### config.mk
export PLATFORM = sky130hd
export DESIGN_NAME = accum
export DESIGN_NICKNAME = d
export VERILOG_FILES = /design/src/rtl/accum.sv
export SDC_FILE = /design/constraint.sdc
export NUM_CORES = 1
export LEC_CHECK = 0
export BUFFER_PORTS_ARGS = -buffer_cell sky130_fd_sc_hd__buf_2
export CAP_MARGIN = 20
export CORE_MARGIN = 10
export CORE_UTILIZATION = 30
export DETAILED_ROUTE_END_ITERATION = 12
export PLACE_DENSITY = 0.66
export SLEW_MARGIN = 0
export SYNTH_ARGS = -nofsm -noshare
export SYNTH_HDL_FRONTEND = slang
export SYNTH_SLANG_ARGS = --single-unit
### constraint.sdc
create_clock -name clk -period 1.7 [get_ports clk]
set_clock_uncertainty 0.2 [all_clocks]
set_input_delay 0.34 -clock clk [delete_from_list [all_inputs] [get_ports clk]]
set_output_delay 0.34 -clock clk [all_outputs]
set_load 0.01 [all_outputs]
### src/rtl/accum.sv
// accum: registered ADPCM predictor accumulator producing SEZ and SE
module accum (
  input  logic        clk,
  input  logic        reset,
  input  logic [15:0] WB1,
  input  logic [15:0] WB2,
  input  logic [15:0] WB3,
  input  logic [15:0] WB4,
  input  logic [15:0] WB5,
  input  logic [15:0] WB6,
  input  logic [15:0] WA1,
  input  logic [15:0] WA2,
  output logic [14:0] SEZ,
  output logic [14:0] SE,
  input  logic        scan_in0,
  input  logic        scan_in1,
  input  logic        scan_in2,
  input  logic        scan_in3,
  input  logic        scan_in4,
  input  logic        scan_enable,
  input  logic        test_mode,
  output logic        scan_out0,
  output logic        scan_out1,
  output logic        scan_out2,
  output logic        scan_out3,
  output logic        scan_out4
);
  logic [15:0] sezi, sei;
  logic [14:0] sez_d, se_d, sez_q, se_q;
  logic        unused_scan;
  // Sums wrap modulo 2^16; outputs drop the LSB, keeping the sign in bit 14
  always_comb begin
    sezi  = WB1 + WB2 + WB3 + WB4 + WB5 + WB6;
    sei   = sezi + WA1 + WA2;
    sez_d = sezi[15:1];
    se_d  = sei[15:1];
  end
  // Output registers, cleared immediately by reset; scan stitching replaces these later
  always_ff @(posedge clk or posedge reset)
    if (reset) begin
      sez_q <= '0;
      se_q  <= '0;
    end else begin
      sez_q <= sez_d;
      se_q  <= se_d;
    end
  assign SEZ = sez_q;
  assign SE  = se_q;
  assign {scan_out4, scan_out3, scan_out2, scan_out1, scan_out0} = '0;
  assign unused_scan = ^{scan_in0, scan_in1, scan_in2, scan_in3, scan_in4,
                         scan_enable, test_mode, sezi[0], sei[0]};
endmodule

# [Word level (Yosys, flattened, before mapping)]
# Cells that the tools add are included.
[word_totals] input_bits=137 word_cells=9 register_bits=30 output_inout_bits=35
[op_classes] n_addsub=7
[op_table] cell="$add 16x16->16" count=7

# [Depth between registers and ports, before layout]
[depth] word_depth=7 ltp_mapped=25 ltp_nobuf=25

# [Worst setup path before layout]
# No wires, ideal clock.
[synth_timing] path_type="input to register" startpoint="input port WB1[2]" endpoint="register se_q[14] (netlist: SE[14])" setup_slack_ps=-4156 arrival_ps=5522 path_stages=25 path_buffers=0 path_cell_list="inv_1 > fa_1 > inv_1 > fa_1 > inv_1 > fa_1 > inv_1 > ha_1 > inv_1 > fa_1 > nor2b_1 > o21ai_0 > a21boi_0 > o21ai_0 > nor2b_1 > xnor2_1 > fa_1 > ha_1 > nor2_1 > nand2_1 > o221ai_4 > o21ai_2 > a2111o_1 > a31oi_1 > xnor3_1"
[synth_between] elab_chain_len=7
[synth_rtl] element="start: declaration" line="5" source="input logic [15:0] WB1,"
[synth_rtl] element="$add 16x16->16 (5 in series)" line="33" source="sezi = WB1 + WB2 + WB3 + WB4 + WB5 + WB6;"
[synth_rtl] element="via sezi[8]" line="28" source="logic [15:0] sezi, sei;"
[synth_rtl] element="$add 16x16->16 (2 in series)" line="34" source="sei = sezi + WA1 + WA2;"
[synth_rtl] element="via sei[15]" line="28"
[synth_rtl] element="end signal: assignment" line="42" source="se_q <= '0;"
[synth_rtl] element="end signal: assignment" line="45" source="se_q <= se_d;"
[synth_rtl] element="end: declaration" line="29" source="logic [14:0] sez_d, se_d, sez_q, se_q;"
# The timed path passes the listed nets, and every way through them passes these cells.

# [Final worst setup path]
# Same ends and word-level chain as after synthesis.

==> results by stage <==
Run status:
- The run finished, with violations left.
- The checks that failed: negative setup slack.

Finish:
- The layout cell share with drive strength beyond 1 is 0.5000.
- The number of antenna diodes in the final layout is 0.
- Summing all non-filler instances in the final layout gives an area of approximately 6300 um^2.
- The filler cell count in the final layout is approximately 1200.
- In the final design database the tool counted 873 nets.
- From synthesis to final layout, the design area changed by 55.83%.

Setup path:
- The arrival time of the worst setup path is roughly 5.3 ns.
- The count of buffer and inverter cells on the critical path is 6.
- The worst setup path is launched from an input port.
- Along the worst path, the maximum fanout reaches 2.
- The library cell contributing the largest single delay on the critical path is fa_1.
- The kind of cell adding the most delay to the critical path is adder cells.
- The critical path in this run is classified as input port to flip-flop.
- The required time of the worst setup path is 1.65 ns.
- The delay of the slowest critical-path stage is 0.55 ns.
- The kind of capture point of the worst setup path is a flip-flop.
- The most frequent cell on the critical path is fa_1.

STA:
- Setup violations remaining at the end of the flow were counted as 30.
- The count of pins over their slew limit came to 0.
- The timing-limited maximum frequency is 186.8 MHz.
- The hold violation count in the final report is 0.
- The time the final worst path needs with I/O delays and setup is 5.353 ns.
- The total negative setup slack is -66.35 ns.
- The final worst-path cycle share is 3.149.
- Setup repair after global routing could not meet its margin everywhere.
- The final critical-path setup slack is -3.653 ns.

Detailed routing:
- In this run the remaining antenna-violating nets after routing total 0.
- The initial detailed-routing violation count is 45.
- The via count normalized by instance count is 4.135.
- After detailed routing, the average wire length per cell comes to 13.51 um.
- The routed via count is ~3300.
- The count of TritonRoute iterations in the first routing pass is 4.
- The final layout contains routed wiring with a total length of 10.94 mm.
- After detailed routing, the number of remaining DRC violations is 0.

Die:
- The initial utilization of the core area, before any placement, comes to 0.3045.
- The floorplan row count is 42.
- The total core area is 13190 um^2.
- The die is 135.7 um wide.
- The die height is 135.7 um.
- In this run the count of I/O pins placed on the die edge is 172.
- The area enclosed by the die boundary is 18420 um^2.

Global route:
- The number of global-route vias before repair is 3917.
- The number of antenna violations at the first check in global routing came to 0.
- The met1 usage is 0.1271.
- Across every metal layer, demand over resource in global routing totals 0.1169.
- The met2 usage in global routing is 0.2068.
- Entering global routing, the biggest net connects 31 pins.
- The routing usage on met3 is 0.05119.
- The total global routing overflow is 0.
- The layer carrying the most global-route usage is met2.
- The wire length of the first global-routing pass is 17.41 mm.

Yosys:
- The number of cells produced by synthesis is 396.
- The synthesized design contains 30 register bits.
- After synthesis, the netlist uses 37 different library cells.
- The sequential fraction of the synthesis area is 0.1869.
- The average cell area after synthesis is 10.14 um^2.
- For this run, the number of Yosys warnings is 0.
- The synthesized area is 4016 um^2.

CTS:
- TritonCTS built the clock tree.
- The clock sink count is 30.
- CTS placed an instance of clkbuf_16 at the clock tree root.
- The H-tree depth reported by CTS is 2.
- Clock-pin slew was measured on the worst setup and hold paths at 0.05 ns.
- The maximum count of clock buffers along a single path is 2.
- Buffers inserted during clock tree synthesis total 5.

Place:
- The HPWL after detailed placement is 9.877 mm.
- The placer's final routability congestion estimate is 0.8581.
- The count of input and output buffers is 159.
- Once placement finished, the instance area stood at 5657 um^2.

Job:
- Across the run, the number of max-cap violations was 0.

Hold path:
- The classification of the worst-slack hold path is input port to flip-flop.
-- cells by family (layout without fill, tap and decap cells) --
logic type | Yosys count | after routing | share of synthesized area
buf+inv | 138 | 372 | 0.1336
fa+ha+maj | 103 | 103 | 0.4592
compound gates | 55 | 55 | 0.1000
simple gates | 36 | 36 | 0.04361
xor+xnor | 32 | 32 | 0.07321
flops | 30 | 30 | 0.1869
other cells | 1 | 5 | 0.0009337
mux | 1 | 1 | 0.002492
-- through the flow --
stage	hold WS [ns]	util	cells	setup WS (ns)
3_3_place_gp	0.2346	0.4289	791	-3.989
6_report	0.3588	0.4745	810	-3.653
5_1_grt	0.3568	0.4745	810	-3.841
4_1_cts	0.3489	0.4614	805	-3.695
3_5_place_dp	0.2458	0.4289	791	-4.221
2_1_floorplan	0.2308	-	400	-3.693
-- cells in the mapped netlist (all sizes together) --
cell type | instances | area share
inv | 133 | 0.12
a2111o | 1 | 0.0028
ha | 29 | 0.090
o31ai | 3 | 0.0069
xnor3 | 1 | 0.0056
nand4 | 2 | 0.0031
a211oi | 3 | 0.0056
o21a | 4 | 0.0075
nor2 | 15 | 0.014
nor2b | 5 | 0.0097
a2111oi | 1 | 0.0037
o41ai | 1 | 0.0022
o21ai | 14 | 0.018
nand2b | 4 | 0.0062
mux2i | 1 | 0.0025
xor2 | 7 | 0.015
a311o | 1 | 0.0025
buf | 5 | 0.0093
a31oi | 1 | 0.0016
nand2 | 7 | 0.0065
nand3 | 1 | 0.0012
dfrtp | 30 | 0.19
conb | 1 | 0.00093
nor4 | 1 | 0.0016
o31a | 1 | 0.0044
a21boi | 1 | 0.0019
xnor2 | 24 | 0.052
fa | 74 | 0.37
nor3 | 1 | 0.0012
a21o | 9 | 0.017
o21bai | 2 | 0.0037
a21oi | 12 | 0.015
o221ai | 1 | 0.0065
-- flip-flops by register name, summed over array words and instances, names as in the netlist --
name,flops
SE,15
SEZ,15
-- worst paths after layout --
check                      cells after the start  slack (ns)  startpoint     end
max in group asynchronous                      4        0.52       reset  SEZ[9]
worst max-delay path                          26       -3.65      WB1[2]  SE[14]
worst min-delay path                           3        0.36     WA2[15]  SE[14]
min in group asynchronous                      4        0.49       reset   SE[1]
-- layer usage --
layer / routed length (um) / vias up
li1: - / 1632
met3: 1302 / 7
met1: 3990 / 1580
met5: 0 / -
met4: 75 / 0
met2: 5574 / 130
-- cell type report --
type	instances	area [um^2]	area share
sequential	30	750.7	0.1200
multi-input combinational	232	3214	0.5136
inverter	133	509.2	0.08137
clock inverter	1	5.005	0.0007997
clock buffer	7	142.6	0.02279
tap	176	220.2	0.03519
timing repair buffer	231	1416	0.2263
-- worst min-delay path, delay by kind of cell --
kind	cells	cell delay, ns
XOR/XNOR	2	0.37
buffers and inverters	1	0.09
-- layout by cell type (no fill, tap or decap), types with 3 or more instances in the layout --
| master | instances |
|---|---|
| buf_2 | 155 |
| buf_4 | 58 |
| nor2_1 | 9 |
| xor2_1 | 3 |
| inv_2 | 13 |
| inv_1 | 118 |
| xnor2_1 | 15 |
| dfrtp_1 | 30 |
| a21oi_1 | 6 |
| fa_1 | 72 |
| nand2b_1 | 4 |
| o21a_1 | 4 |
| nand2_1 | 5 |
| ha_1 | 17 |
| o21ai_2 | 5 |
| o31ai_4 | 3 |
| nor2_2 | 4 |
| buf_6 | 16 |
| a21o_1 | 7 |
| conb_1 | 5 |
| xnor2_2 | 8 |
| xor2_2 | 3 |
| o21ai_0 | 7 |
| a21oi_2 | 6 |
| clkbuf_16 | 5 |
| ha_4 | 12 |
-- timing repair --
action,in CTS,in global routing
setup buffers,12,8
hold endpoints to repair,30,0
pin swaps,45,26
gates cloned,0,0
resized for setup,49,30
hold buffers,1,0
endpoints found under the setup margin,30,30
Power is left out: the tool's default activity adds up to more than one toggle a clock period on the data nets, which glitch-free logic cannot reach.
